[config.mk]
export PLATFORM = sky130hd
export DESIGN_NAME = sha256_msg_schedule
export DESIGN_NICKNAME = d
export VERILOG_FILES = /design/src/rtl/sha_pkg.sv /design/src/rtl/sha_sigma.sv /design/src/rtl/sha256_msg_schedule.sv
export SDC_FILE = /design/constraint.sdc
export NUM_CORES = 2
export LEC_CHECK = 0
export ABC_AREA = 1
export CAP_MARGIN = 20
export CORE_MARGIN = 2
export CORE_UTILIZATION = 35
export CTS_CLUSTER_DIAMETER = 200
export DETAILED_ROUTE_END_ITERATION = 6
export MAX_ROUTING_LAYER = met4
export PLACE_DENSITY = 0.6
export SLEW_MARGIN = 25
export SYNTH_ARGS = -nofsm -noshare
export SYNTH_HDL_FRONTEND = slang
export SYNTH_SLANG_ARGS = --single-unit
[constraint.sdc]
create_clock -name clk -period 3.1 [get_ports clk]
set_input_delay 0.465 -clock clk [delete_from_list [all_inputs] [get_ports clk]]
set_output_delay 0.465 -clock clk [all_outputs]
set_load 0.005 [all_outputs]
[src/rtl/sha_pkg.sv]
// Shared SHA-256 definitions: word width, schedule FSM states and the small-sigma
// functions, used by both the message schedule and the compression core.
package sha_pkg;
  localparam int WORD_W = 32;

  typedef enum logic {
    IDLE = 1'b0,
    RUN  = 1'b1
  } state_e;

  function automatic logic [WORD_W-1:0] rotr(input logic [WORD_W-1:0] x, input int unsigned n);
    return (x >> n) | (x << (WORD_W - n));
  endfunction

  function automatic logic [WORD_W-1:0] s0(input logic [WORD_W-1:0] x);
    return rotr(x, 7) ^ rotr(x, 18) ^ (x >> 3);
  endfunction

  function automatic logic [WORD_W-1:0] s1(input logic [WORD_W-1:0] x);
    return rotr(x, 17) ^ rotr(x, 19) ^ (x >> 10);
  endfunction
endpackage

[src/rtl/sha_sigma.sv]
// Combinational small-sigma pair feeding the schedule recurrence.
module sha_sigma
  import sha_pkg::*;
(
  input  logic [WORD_W-1:0] x0,
  input  logic [WORD_W-1:0] x1,
  output logic [WORD_W-1:0] sig0,
  output logic [WORD_W-1:0] sig1
);
  assign sig0 = s0(x0);
  assign sig1 = s1(x1);
endmodule

[src/rtl/sha256_msg_schedule.sv]
// SHA-256 message schedule: accepts a 512-bit block and streams W[0..ROUNDS-1]
// over a valid/ready port from a 16-word sliding window.
module sha256_msg_schedule
  import sha_pkg::*;
#(
  parameter int ROUNDS = 64,
  parameter int WORD_W = 32
)(
  input  logic              clk,
  input  logic              n_rst,
  input  logic              msg_valid,
  output logic              msg_ready,
  input  logic [511:0]      msg,
  input  logic              abort,
  output logic              w_valid,
  input  logic              w_ready,
  output logic [WORD_W-1:0] w_data,
  output logic [5:0]        w_idx,
  output logic              w_last,
  output logic              done
);
  if (WORD_W != 32) begin : g_bad_word_w
    $error("sha256_msg_schedule: WORD_W must be 32");
  end
  if (ROUNDS < 16 || ROUNDS > 64) begin : g_bad_rounds
    $error("sha256_msg_schedule: ROUNDS must be in 16..64");
  end

  state_e                   state, state_nxt;
  logic [15:0][WORD_W-1:0]  win;
  logic [5:0]               t;
  logic [WORD_W-1:0]        sig0, sig1;
  logic                     at_last, xfer;

  assign at_last = (state == RUN) && (t == 6'(ROUNDS - 1));
  // abort wins over w_ready: the handshake is ignored in an aborting cycle
  assign xfer    = (state == RUN) && w_ready && !abort;

  sha_sigma u_sigma (
    .x0   (win[1]),
    .x1   (win[14]),
    .sig0 (sig0),
    .sig1 (sig1)
  );

  always_ff @(posedge clk or negedge n_rst) begin
    if (!n_rst) state <= IDLE;
    else        state <= state_nxt;
  end

  always_comb begin
    state_nxt = state;
    case (state)
      IDLE:    if (msg_valid) state_nxt = RUN;
      RUN:     if (abort || (xfer && at_last)) state_nxt = IDLE;
      default: state_nxt = IDLE;
    endcase
  end

  always_comb begin
    msg_ready = (state == IDLE);
    w_valid   = (state == RUN);
    w_last    = at_last;
  end

  always_ff @(posedge clk or negedge n_rst) begin
    if (!n_rst) begin
      win  <= '0;
      t    <= '0;
      done <= 1'b0;
    end else begin
      done <= xfer && at_last;
      if (state == IDLE && msg_valid) begin
        for (int j = 0; j < 16; j++) win[j] <= msg[511-32*j -: 32];
        t <= '0;
      end else if (xfer) begin
        win[14:0] <= win[15:1];
        win[15]   <= win[0] + sig0 + win[9] + sig1;
        t         <= t + 6'd1;
      end
    end
  end

  assign w_data = win[0];
  assign w_idx  = t;
endmodule
; Yosys cells after proc, flatten, opt, wreduce, memory -nomap -nowiden
; Index checks and enable logic that the tools add are counted.
[word_totals]
regBits = 520
out_inout_bits = 42
word_cells = 48
in_bits = 517
[op_classes]
reduce_logical = 8
eq_ne = 1
mux = 7
bitwise_logic = 9
add_sub_neg = 4
[op_table]
columns = cell, count
row1 = 2-to-1 mux 512 bit, 2
row2 = adder 32 bit, 3
row3 = XOR 32 bit, 2
row4 = OR 13 x 32 -> 32 bit, 1
row5 = OR 14 x 32 -> 32 bit, 1
row6 = OR 15 x 32 -> 32 bit, 1
row7 = OR 25 x 32 -> 32 bit, 1
row8 = XOR 32 x 22 -> 32 bit, 1
row9 = XOR 32 x 29 -> 32 bit, 1
row10 = 2-to-1 mux 6 bit, 2
row11 = adder 6 x 1 -> 6 bit (second input constant), 1
row12 = == test 6 bit (second input constant), 1
row13 = logical AND 1 bit, 5
row14 = 2-to-1 mux 1 bit, 2
row15 = case mux 1 bit (2 select lines), 1
row16 = nonzero test 2 bit, 1
row17 = zero test 1 bit, 1
row18 = logical OR 1 bit, 1
row19 = NOT 1 bit, 1

; Logic depth before layout (Yosys ltp)
[depth]
ltp_word = 8
ltp_mapped = 21
depth_no_buf = 20

; By module
; From an unflattened synthesis, not the netlist that was laid out.
[hier_totals]
cells_unflattened = 3964
hier_area_um2 = 30036.3
[by_module_without_submodules]
columns = module, instances, seq_area_each_um2, cells_per_inst, area_per_inst_um2
row1 = sha256_msg_schedule, 1, 13012.5, 3582, 28473.6
row2 = sha_sigma, 1, 0.0, 382, 1562.7

; Worst setup path before layout
; No wires, ideal clock.
[synth_timing]
kind = flip-flop to flip-flop
startpoint = reg win[40] (netlist bit)
endpoint = reg win[509] (netlist bit)
arrival_ps = 3203
n_path_buf = 1
stages_incl_launch_ff = 20
synth_period_minus_slack_ps = 3319
setup_ps = 116
required_time_ps = 2984
path_slack_ps = -219
path_cell_list = dfrtp_1 clkbuf_1 xnor2_1 xor2_1 fa_1 fa_1 inv_1 ha_1 inv_1 fa_1 inv_1 nand3_1 nand3_1 nand2_1 nand3_1 nand2_1 nand3_1 nand3_1 nand2_1 nand2_1
[synth_between]
elab_chain_cells = 8
elab_cells_between_ends = 9
cone_classes = add/sub: 3 / mux: 2 / bitwise: 4
[synth_lines]
columns = item, line
row1 = from (decl), sha256_msg_schedule.sv:30  ; logic [15:0][WORD_W-1:0] win;
row2 = OR 25 x 32 -> 32 bit / OR 14 x 32 -> 32 bit (equally long branches), sha_pkg.sv:12  ; return (x >> n) | (x << (WORD_W - n));
row3 = XOR 32 bit, sha_pkg.sv:16  ; return rotr(x, 7) ^ rotr(x, 18) ^ (x >> 3);
row4 = XOR 32 x 29 -> 32 bit *, sha_pkg.sv:16
row5 = adder 32 bit * (3 in series), sha256_msg_schedule.sv:78  ; win[15] <= win[0] + sig0 + win[9] + sig1;
row6 = 2-to-1 mux 512 bit *, sha256_msg_schedule.sv:76  ; end else if (xfer) begin
row7 = 2-to-1 mux 512 bit *, sha256_msg_schedule.sv:73  ; if (state == IDLE && msg_valid) begin
; Every way passes the cells marked *; elsewhere a longest branch is shown, timed or not. The select of a mux whose other input is x is not followed.
; A chain may end at the register's enable or synchronous reset.

; Worst setup path after layout
[layout_timing]
startpoint = reg win[51] (netlist bit)
endpoint = reg win[497] (netlist bit)
[layout_between]
elab_chain_cells = 8
elab_cells_between_ends = 9
cone_classes = add/sub: 3 / mux: 2 / bitwise: 4
[layout_lines]
columns = item, line
row1 = OR 14 x 32 -> 32 bit / OR 25 x 32 -> 32 bit (equally long branches), sha_pkg.sv:12
row2 = XOR 32 bit, sha_pkg.sv:16
row3 = XOR 32 x 29 -> 32 bit *, sha_pkg.sv:16
row4 = adder 32 bit * (3 in series), sha256_msg_schedule.sv:78
row5 = 2-to-1 mux 512 bit *, sha256_msg_schedule.sv:76
row6 = 2-to-1 mux 512 bit *, sha256_msg_schedule.sv:73
; Marked as above.

==> flow_summary.yaml <==
finish:
  fin_cells: 5478
  nets: 4949
  area_delta_synth_final_pct: 41.2
  drive_above_1_share_pct: 15.8
  seqCellArea_sq_um: 13000
  multi_input_area_sq_um: 14700
  fin_area_sq_um: 41000
  fillers: 8013
detailed_routing:
  post-route-drc-count: 0
  firstDrtPassIters: 7
  drt-total-wl_um: 124000
  wire_per_inst_um: 22.6
  vias: 27772
  vias_per_cell: 5.07
  ant_nets: 0
  initialDrtViolationCount: 2271
timing:
  tightest_slew_ns: 0.765
  rsz0062_at_grt: "yes"
  clock_skew_ns: 0.0305
  min_period_ns: 3.42
  hold_viol: 0
  relSlewSlack_pct: 49.0
  slew_viol_final: 0
  fin_crit_sh_pct: 110
  timing.final.ws_setup_ns: -0.324
  fin_setup_tns_ns: -6.81
  setup_violations: 29
  clock.fmax_ghz: 0.292
die:
  boundaryPins: 559
  start_util_pct: 35.4
  die-area_sq_um: 85400
  rows: 105
  die_w_um: 292
  core_sq_um: 82100
  die_y_um: 292
placed_design:
  portBuffers: 558
  dp_hpwl_um: 97400
  dp_slack_ns: -0.508
  placed_cells: 5331
  placed_cell_area_sq_um: 37200
  gp_congestion: 0.950
logic_synthesis:
  syn_inst: 3718
  seq_area_frac_synth_pct: 44.8
  synthesis.yosys.warnings: 0
  synth.cell_area_sq_um: 29100
  synth_edf_count: 0
  async_reset_ff_share_pct: 100
  avgSynthCellArea_sq_um: 7.82
  synth_ff_type: "dfrtp_1"
  ys_ff_latch: 520
  syn_nets: 4329
  ys_types: 33
worst_setup_path:
  cp_slowest_cell: "fa_1"
  critPathCaptureType: "flip-flop"
  crit_top_cell: "inv_2"
  slowest_delay_ns: 0.48
  arrival_ns: 4.01
  path_cells: "xnor2_2, xor2_2, fa_1, fa_1, inv_2, ha_4, inv_2, fa_2, inv_2, nand3_2, nand3_4, nand2_2, nand2_4, nand3_4, a21o_1, nand3_1, nand2_1, nand2_1"
  worst-path-max-fanout: 4
  crit_type: "flip-flop to flip-flop"
  critPathLaunchType: "flip-flop"
  required_ns: 3.68
clocking:
  cts_tree: "yes"
  worst_setup_hold_path_clk_slew_ns: 0.06
  cts_buffers: 60
  cts_num_sinks: 520
  clockBufferDepth: 3
  htree_levels: 2
  cts_root_buffer: "clkbuf_16"
  clkLatencyLatePin_ns: 0.66
grt:
  first_global_vias: 27117
  grt_pass1_wl_um: 179000
  grt_max_degree: 160
  grt-ovfl-total: 0
  track_usage_pct: 29.3
  grt_antenna_before_repair: 25
outcome:
  outcome: "complete, but fails checks"
  violations: "negative setup slack"
run:
  drv_cap: 0
hold_path:
  hold_path_class: "input pin to asynchronous set/reset pin"
[registers in the layout (all words and copies together) (netlist names)]
register and cells:
win 480, w_data 32, w_idx 6, done 1, w_valid 1
[stage by stage]
stage,hold WS [ns],utilization [%]
2_1_floorplan,0.169,-
3_3_place_gp,0.447,45.3
3_5_place_dp,0.443,45.3
4_1_cts,0.346,49.2
5_1_grt,0.369,50.0
6_report,0.344,50.0
[worst max-delay path, delay by kind of cell (launching register included)]
family | cells | cell delay, ns
fa+ha+maj | 4 | 1.42
compound gates | 1 | 0.15
xor+xnor | 2 | 0.46
simple gates | 8 | 0.62
flops | 1 | 0.46
buf+inv | 3 | 0.24
[Yosys cell counts, drive strengths merged (50+ instances only)]
cell,n,area [sq um]
fa,62,1240
a31oi,328,2050
inv,405,1520
buf,148,816
clkbuf,159,597
dfrtp,520,13000
o21ai,190,951
o211ai,159,1190
nor2,383,1450
nand2,1107,4160
nand3,50,250
xor2,71,622
xnor2,62,543
[layer usage]
metal / wire length [um] / up-vias / global-route usage [%]
li1: - / 13155 / -
met1: 51200 / 13503 / 37.1
met2: 58500 / 923 / 46.5
met3: 9010 / 191 / 5.51
met4: 4940 / 0 / 11.0
met5: 0 / - / -
[final cells by class]
cell class / count / share of cell area [%]
antenna: 22 / 0.134
clock buffer: 92 / 4.32
clock inverter: 18 / 0.613
inverter: 405 / 3.78
multi-input combinational: 2486 / 35.8
sequential: 520 / 31.8
tap: 1070 / 3.26
timing repair buffer: 865 / 20.3
[timing repair]
action                                  4_1_cts  5_1_grt
pin swaps                                   101      128
gates resized for setup                     242      132
setup buffers                                12        7
hold buffers                                  1        0
endpoints found under the hold margin        37        0
endpoints found under the setup margin       30       30
[placed cells by master, fill, tap and decap left out, types with 25 or more instances in the layout]
| cell type | n |
|---|---|
| buf_4 | 258 |
| o21ai_1 | 165 |
| nand3_1 | 25 |
| clkbuf_16 | 60 |
| fa_1 | 57 |
| inv_1 | 374 |
| o21ai_0 | 25 |
| dfrtp_1 | 498 |
| nand2_4 | 25 |
| clkdlybuf4s50_1 | 557 |
| xor2_1 | 50 |
| inv_2 | 26 |
| buf_12 | 29 |
| nor2_1 | 362 |
| nand2_2 | 61 |
| ha_4 | 28 |
| o211ai_1 | 159 |
| xnor2_1 | 34 |
| a31oi_1 | 328 |
| nand2_1 | 1018 |
[kinds of logic after synthesis]
logic type / Yosys count / share of synthesized area [%]
AND/OR/NAND/NOR: 1549 / 20.4
buffers and inverters: 712 / 10.1
adder cells (fa/ha/maj): 94 / 5.65
AO/OA/AOI/OAI: 710 / 15.1
XOR/XNOR: 133 / 4.01
flip-flops: 520 / 44.8
[worst paths after layout]
| check | startpoint | slack [ns] | depth (start not counted) | endpoint |
|---|---|---|---|---|
| worst max-delay path | win[51]$_DFFE_PN0P_ | -0.32 | 18 | win[497]$_DFFE_PN0P_ |
| worst min-delay path | n_rst | 0.34 | 2 | win[394]$_DFFE_PN0P_ |
| worst max register to register | win[51]$_DFFE_PN0P_ | -0.32 | 18 | win[497]$_DFFE_PN0P_ |
| worst min register to register | win[498]$_DFFE_PN0P_ | 0.49 | 2 | win[498]$_DFFE_PN0P_ |
| max in group asynchronous | n_rst | 1.70 | 3 | w_idx[4]$_DFFE_PN0P_ |
| min in group clk | msg[337] | 0.38 | 3 | win[177]$_DFFE_PN0P_ |
Power is left out: the tool's default activity adds up to more than one toggle a clock period on the data nets, which glitch-free logic cannot reach.
